<file path="config.mk">
export PLATFORM = sky130hd
export DESIGN_NAME = demo_audio_synth
export DESIGN_NICKNAME = d
export VERILOG_FILES = /design/src/rtl/demo_audio_synth.sv
export SDC_FILE = /design/constraint.sdc
export NUM_CORES = 1
export LEC_CHECK = 0
export ABC_AREA = 1
export ABC_CLOCK_PERIOD_IN_PS = 4000
export CORE_MARGIN = 2
export CORE_UTILIZATION = 62
export DETAILED_ROUTE_END_ITERATION = 7
export GPL_ROUTABILITY_DRIVEN = 0
export PLACE_DENSITY = 0.8
export SYNTH_ARGS = -nofsm -noshare
export SYNTH_HDL_FRONTEND = slang
export SYNTH_SLANG_ARGS = --single-unit
</file>
<file path="constraint.sdc">
create_clock -name clk -period 4 [get_ports clk]
set_input_delay 0.8 -clock clk [delete_from_list [all_inputs] [get_ports clk]]
set_output_delay 0.8 -clock clk [all_outputs]
set_load 0.02 [all_outputs]
</file>
<file path="src/rtl/demo_audio_synth.sv">
// Multi-voice audio generator: a register bank of oscillators, one mixer shared by
// all voices and swept once per sample strobe, and a first-order sigma-delta output.
module demo_audio_synth #(
    parameter int VOICES     = 4,
    parameter int PHASE_BITS = 16,
    parameter int VOL_BITS   = 4,
    parameter int VI         = (VOICES > 1) ? $clog2(VOICES) : 1,
    parameter int MIX_BITS   = 4 + VOL_BITS + $clog2(VOICES)
) (
    input  logic                  clk,
    input  logic                  reset,
    input  logic                  enable,
    input  logic                  new_frame,
    input  logic                  voice_we,
    input  logic [VI-1:0]         voice_sel,
    input  logic [PHASE_BITS-1:0] voice_step,
    input  logic [VOL_BITS-1:0]   voice_vol,
    input  logic [1:0]            voice_wave,
    input  logic                  voice_decay,
    output logic                  audio_out,
    output logic [MIX_BITS-1:0]   sample_out,
    output logic                  busy
);

    localparam int M  = PHASE_BITS - 1;
    localparam int CW = 4 + VOL_BITS;

    localparam logic [0:0] ST_IDLE  = 1'b0;
    localparam logic [0:0] ST_SWEEP = 1'b1;

    logic [PHASE_BITS-1:0] phase_r [VOICES];
    logic [PHASE_BITS-1:0] step_r  [VOICES];
    logic [VOL_BITS-1:0]   vol_r   [VOICES];
    logic [1:0]            wave_r  [VOICES];
    logic [VOICES-1:0]     decay_r;

    logic [0:0]          state_r;
    logic [VI-1:0]       idx_r;
    logic [MIX_BITS-1:0] mix_r;
    logic [MIX_BITS-1:0] sample_r;
    logic [MIX_BITS-1:0] acc_r;
    logic                busy_r;
    logic                audio_r;
    logic [15:0]         lfsr_r;

    logic [VOICES-1:0]   wr_hit_s;
    logic [3:0]          wave_s;
    logic [CW-1:0]       contrib_s;
    logic                last_s;
    logic [MIX_BITS:0]   sd_sum_s;

    // Fibonacci LFSR, taps 16,14,13,11, shifting towards the MSB.
    function automatic logic [15:0] lfsr_next(input logic [15:0] s);
        return {s[14:0], s[15] ^ s[13] ^ s[12] ^ s[10]};
    endfunction

    // top holds the five most significant phase bits.
    function automatic logic [3:0] wave_sample(input logic [1:0] wave,
                                               input logic [4:0] top,
                                               input logic [3:0] noise);
        logic [3:0] w;
        case (wave)
            2'd0:    w = top[4] ? 4'd0 : 4'd15;
            2'd1:    w = top[4:1];
            2'd2:    w = top[4] ? ~top[3:0] : top[3:0];
            2'd3:    w = noise;
            default: w = 4'd0;
        endcase
        return w;
    endfunction

    // Write decode and the contribution of the voice currently being mixed.
    always_comb begin
        wr_hit_s = '0;
        for (int v = 0; v < VOICES; v++) begin
            wr_hit_s[v] = voice_we && (voice_sel == VI'(v));
        end
        wave_s    = wave_sample(wave_r[idx_r], phase_r[idx_r][M -: 5], lfsr_r[3:0]);
        contrib_s = CW'(wave_s) * CW'(vol_r[idx_r]);
        last_s    = (idx_r == VI'(VOICES - 1));
        sd_sum_s  = {1'b0, acc_r} + {1'b0, sample_r};
    end

    // Sweep sequencer: one voice per cycle, result latched after the last voice.
    always_ff @(posedge clk) begin
        if (reset) begin
            state_r  <= ST_IDLE;
            idx_r    <= '0;
            mix_r    <= '0;
            sample_r <= '0;
            busy_r   <= 1'b0;
            lfsr_r   <= 16'h0001;
        end else begin
            case (state_r)
                ST_IDLE: begin
                    if (enable) begin
                        state_r <= ST_SWEEP;
                        idx_r   <= '0;
                        mix_r   <= '0;
                        busy_r  <= 1'b1;
                    end
                end
                ST_SWEEP: begin
                    if (last_s) begin
                        sample_r <= mix_r + MIX_BITS'(contrib_s);
                        state_r  <= ST_IDLE;
                        busy_r   <= 1'b0;
                        idx_r    <= '0;
                        lfsr_r   <= lfsr_next(lfsr_r);
                    end else begin
                        mix_r <= mix_r + MIX_BITS'(contrib_s);
                        idx_r <= idx_r + VI'(1);
                    end
                end
                default: begin
                    state_r <= ST_IDLE;
                    busy_r  <= 1'b0;
                end
            endcase
        end
    end

    // Voice bank: a write overrides both the phase advance and the frame decay.
    always_ff @(posedge clk) begin
        if (reset) begin
            for (int v = 0; v < VOICES; v++) begin
                phase_r[v] <= '0;
                step_r[v]  <= '0;
                vol_r[v]   <= '0;
                wave_r[v]  <= 2'd0;
            end
            decay_r <= '0;
        end else begin
            for (int v = 0; v < VOICES; v++) begin
                if (wr_hit_s[v]) begin
                    phase_r[v] <= '0;
                    step_r[v]  <= voice_step;
                    vol_r[v]   <= voice_vol;
                    wave_r[v]  <= voice_wave;
                    decay_r[v] <= voice_decay;
                end else begin
                    if ((state_r == ST_SWEEP) && (idx_r == VI'(v))) begin
                        phase_r[v] <= phase_r[v] + step_r[v];
                    end
                    if (new_frame && decay_r[v] && (vol_r[v] != '0)) begin
                        vol_r[v] <= vol_r[v] - VOL_BITS'(1);
                    end
                end
            end
        end
    end

    // First-order sigma-delta: the carry out of the accumulator is the bitstream.
    always_ff @(posedge clk) begin
        if (reset) begin
            acc_r   <= '0;
            audio_r <= 1'b0;
        end else begin
            {audio_r, acc_r} <= sd_sum_s;
        end
    end

    assign audio_out  = audio_r;
    assign sample_out = sample_r;
    assign busy       = busy_r;

endmodule

</file>
## Word-level counts from Yosys, hierarchy flattened

Memory sizes are Yosys's and may differ from the RTL's. A register that Yosys moved wholly into a read port is not among the register bits.
Cells that the tools add are included.

| cells by class | value |
|---|---|
| add/subtract/negate cells | 11 |
| eq/ne operators | 12 |
| reduce and logical (&&, ||, !) cells | 26 |
| bitwise logic cells | 29 |
| $mul | 1 |
| mux-type cells | 91 |

Operators with widths:

| cell | number |
|---|---|
| $mux 16 | 12 |
| $add 16x16->16 | 4 |
| $mux 1 | 50 |
| $mux 4 | 10 |
| $mux 2 | 12 |
| $or 1x1->1 | 24 |
| $mux 10 | 2 |
| $pmux 10 s2 | 1 |
| $logic_and 1x1->1 | 16 |
| $pmux 4 s4 | 1 |
| $reduce_bool 4->1 | 4 |
| $sub 4x1->4 const B | 4 |
| $eq 2x2->1 const B | 6 |
| $add 10x10->11 | 1 |
| $add 10x8->10 | 1 |
| $mul 4x4->8 | 1 |
| $eq 2x1->1 const B | 3 |
| $logic_not 2->1 | 3 |
| $reduce_and 2->1 | 3 |
| $ne 2x2->1 const B | 2 |
| $not 4->4 | 1 |
| $pmux 1 s2 | 2 |
| $pmux 2 s2 | 1 |
| $xor 1x1->1 | 3 |
| 3 further kinds | 3 |

| storage, ports and cells | value |
|---|---|
| input bits | 30 |
| memories kept | 4 |
| register bits after elaboration | 55 |
| memory bits (writable) | 152 |

Memory list:

| name | depth | bits a word | read ports | clocked after memory_dff | wr ports | RTL line | source |
|---|---|---|---|---|---|---|---|
| phase_r | 4 | 16 | 5 | 1 | 4 | 31 | `logic [PHASE_BITS-1:0] phase_r [VOICES];` |
| step_r | 4 | 16 | 4 | 0 | 4 | 32 | `logic [PHASE_BITS-1:0] step_r [VOICES];` |
| vol_r | 4 | 4 | 5 | 1 | 4 | 33 | `logic [VOL_BITS-1:0] vol_r [VOICES];` |
| wave_r | 4 | 2 | 1 | 1 | 4 | 34 | `logic [1:0] wave_r [VOICES];` |

## Depth between registers and ports, before layout

Gate-level depths: netlist (run 1).

| depth | value |
|---|---|
| depth in word-level cells | 7 |
| mapped depth | 25 |

## Worst setup path after synthesis (run 1)

No wires, ideal clock.

| timing | value |
|---|---|
| path kind | register to register |
| start point | reg with a tool-made name |
| end point | reg mix_r[6] |
| stages on the path, launching flop included | 21 |
| clock period less this slack | 3727 ps |
| slack | 273 ps |
| data arrival time | 3657 ps |
| setup time | 70 ps |
| path through | dfxtp_1 > buf_4 > nand2_1 > nand3_1 > nand2_2 > nor2_4 > nand3_1 > nand2_1 > nand3b_1 > fa_1 > fa_1 > fa_1 > inv_1 > ha_1 > a21oi_1 > nand2_1 > nand3_1 > nand2_1 > nand2_1 > nand3_1 > a21oi_1 |

RTL lines:

| what | RTL line | source |
|---|---|---|
| end signal: assignment | 111 | `mix_r <= mix_r + MIX_BITS'(contrib_s);` |
| end: declaration | 39 | `logic [MIX_BITS-1:0] mix_r;` |

==> results of run 1 <==
## layout make-up
type / count / area, um2 / area share
clock buffer: 32 / 644.4 / 0.04454
inverter: 241 / 914.6 / 0.06322
sequential: 209 / 5710 / 0.3947
clock inverter: 7 / 32.53 / 0.002249
tap: 270 / 337.8 / 0.02335
multi-input combinational: 1097 / 6180 / 0.4272
timing repair buffer: 70 / 646.9 / 0.04472
## layout by cell type (no fill, tap or decap), types with 41 or more instances in the layout
| master | Yosys | final |
|---|---|---|
| nand2_1 | 387 | 365 |
| nor2_1 | 205 | 203 |
| clkdlybuf4s50_1 | 0 | 41 |
| a21oi_1 | 117 | 111 |
| o21ai_0 | 66 | 66 |
| nand3_1 | 92 | 77 |
| edfxtp_1 | 152 | 152 |
| inv_1 | 236 | 235 |
| dfxtp_1 | 57 | 55 |
| ha_1 | 96 | 93 |
## logic make-up after synthesis
family	count (synthesis)	share of synthesized area
xor gates and xnor gates	19	0.01311
adders and majority gates	110	0.1167
DFF	209	0.4496
and+or+nand+nor	728	0.2354
AOI/OAI and AO/OA	240	0.1040
buffers and inverters	267	0.08115
## power breakdown
part	internal (mW)	total (mW)	switching [mW]
combinational	0.539	1.44	0.900
clock	1.12	1.95	0.835
sequential	2.46	2.53	0.0684
total	4.12	5.92	1.80
## worst max-delay path, cell delays in order (launching register included)
cell      delay [ns]
dfxtp_4         0.39
buf_6           0.14
nand2_2         0.06
nand3_2         0.09
nand2_4         0.10
nor2_4          0.16
buf_4           0.12
nand3_1         0.08
nand2_2         0.09
nand2_2         0.08
nor2_4          0.12
fa_1            0.42
ha_1            0.31
inv_1           0.06
fa_1            0.50
inv_1           0.07
ha_4            0.27
a21oi_2         0.17
nand2_2         0.11
xnor2_1         0.16
nand2b_1        0.18
a21oi_1         0.18
## stage by stage
stage | power, mW | setup TNS (ns) | std cells | utilization | hold WS (ns)
floorplan | 3.466 | 0 | 1573 | - | 0.4325
global placement | 3.755 | 0 | 1880 | 0.6682 | 0.4527
detailed placement | 3.799 | -0.04760 | 1880 | 0.6682 | 0.4577
CTS | 5.739 | 0 | 1919 | 0.7020 | 0.4667
global route | 6.196 | -0.7519 | 1926 | 0.7172 | 0.4953
finish | 5.923 | 0 | 1926 | 0.7172 | 0.4722
## sequential cells by signal, indices dropped and copies added, names as in the netlist, named ones only
signal      count
phase_r        64
mix_r          10
state_r         1
decay_r         4
step_r         64
vol_r          16
acc_r          10
audio_out       1
wave_r          8
sample_out     10
busy            1
lfsr_r         16
idx_r           2
## timing repair
item | in CTS | in global routing
pin swaps | 2 | 34
endpoints found under the setup margin | 6 | 12
endpoints found under the hold margin | 0 | 0
gates resized for setup | 2 | 66
setup buffers | 0 | 7
## routing by layer
layer / track usage / wire length, um / vias up
li1: - / - / 5305
met1: 0.3757 / 12970 / 5066
met2: 0.4722 / 14790 / 408
met3: 0.03975 / 2218 / 71
met4: 0.08846 / 991 / 0
met5: 0 / 0 / -
## worst min path at each step
| stage | start | to | slack [ns] | depth (start not counted) |
|---|---|---|---|---|
| finish | mix_r[3] | mix_r[3] | 0.47 | 2 |
| global route | mix_r[3] | mix_r[3] | 0.50 | 2 |
| CTS | mix_r[5] | mix_r[5] | 0.47 | 2 |
| detailed placement | mix_r[5] | mix_r[5] | 0.46 | 2 |
| global placement | mix_r[0] | mix_r[0] | 0.45 | 2 |
| floorplan | decay_r[1] | decay_r[1] | 0.43 | 1 |
==> reports/metrics.yaml, run 1 <==
status: "finished, final reports clean"
r2r_setup_slack_ns: 0.06
yosysMostFrequentCell: "nand2_1"
route.detailed.drc: 0
initial_utilization: 0.6292
cp-endpoint: "mix_r[5]"
cts_inserted_buffers: 23
io_pins: 42
finalSetupViolations: 0
grt_pass1_vias: 10230
synth_ff_type: "edfxtp_1"
clockRootBuffer: "clkbuf_16"
core_mm2: 0.02017
rsz0062_at_grt: "true"
p_leak_nw: 6.803
ys_types: 41
async_flop_share: 0
ctsHoldBuffers: 0
final_cell_area_mm2: 0.01447
critPathLaunchType: "register"
rows: 52
netlist_area_mm2: 0.01269
period_needed_ns: 3.937
clockBufferDepth: 3
clock_sinks: 209
crit_type: "register to register"
area_delta_synth_final_pct: 14.00
antenna_found_initial: 0
finClkSkew_ns: 0.01860
hp-class: "register to register"
place_area_mm2: 0.01348
r2r_end: "mix_r[5]"
synth_warnings: 0
arrival_ns: 4.36
wire_per_inst_um: 16.08
slew_violations: 0
syn_avg_cell_area_um2: 8.067
syn_nets: 1713
antenna_cells: 0
postRouteAntennaNets: 0
dp_hpwl_um: 21620
clock_latency_ns: 0.51
num_vias: 10850
synth_top_area_cell: "edfxtp_1"
ys_seq_elements: 209
slew_headroom: 0.2507
synth_top_area_frac: 0.3597
hold_viol_final: 0
timing.fmax_mhz: 254.0
synth_cells: 1573
io_buffers: 41
worst_slew_pin_slew_ns: 1.120
wl_um: 30970
fp.dieH_um: 147.1
drive_gt1_frac: 0.07729
grt_pass1_wl_um: 49090
dr.first_iter.drc_count: 802
pwr_density_cell_mw_per_mm2: 409.4
dieArea_mm2: 0.02163
min_period_over_period: 0.9841
ys_top_cells_by_area: "edfxtp_1 (36%), nand2_1 (11%), ha_1 (9.5%)"
gr-total-overflow: 0
firstDrtPassIters: 6
grtUsageTotal: 0.2795
synth-edff-count: 152
cp_max_fo: 8
max-cap-violations: 0
synth_common_cells: "nand2_1 (387), inv_1 (236), nor2_1 (205)"
end_kind: "register"
crit_required_ns: 4.43
tritoncts: "done"
ir_drop_mv: 0.3350
ys_seq_area_frac: 0.4496
layout.nets: 1782
setup_ws_ns: 0.06344
dpl_worst_slack_ns: -0.04233
grt_max_degree: 24
clk_pin_slew_ns: 0.06
fill_cells: 1550
die_w_um: 147.1
cts_htree_levels: 1
vias_per_cell: 5.633
ff2ff_path_depth: 21
No activity file was read; power rests on OpenSTA's default activity.
==> run 2: changes to the inputs <==
==> constraint.sdc (replaced) <==
create_clock -name clk -period 4 [get_ports clk]
set_input_delay 0.8 -clock clk [delete_from_list [all_inputs] [get_ports clk]]
set_output_delay 0.8 -clock clk [all_outputs]
set_load 0.005 [all_outputs]
==> results of run 2 <==
The final DEF is identical to that of run 1. Status: finished, final reports clean.
Main changes from that run: total power 5.923 mW -> 5.922 mW; worst IR drop on VDD 0.3350 mV -> 0.3349 mV
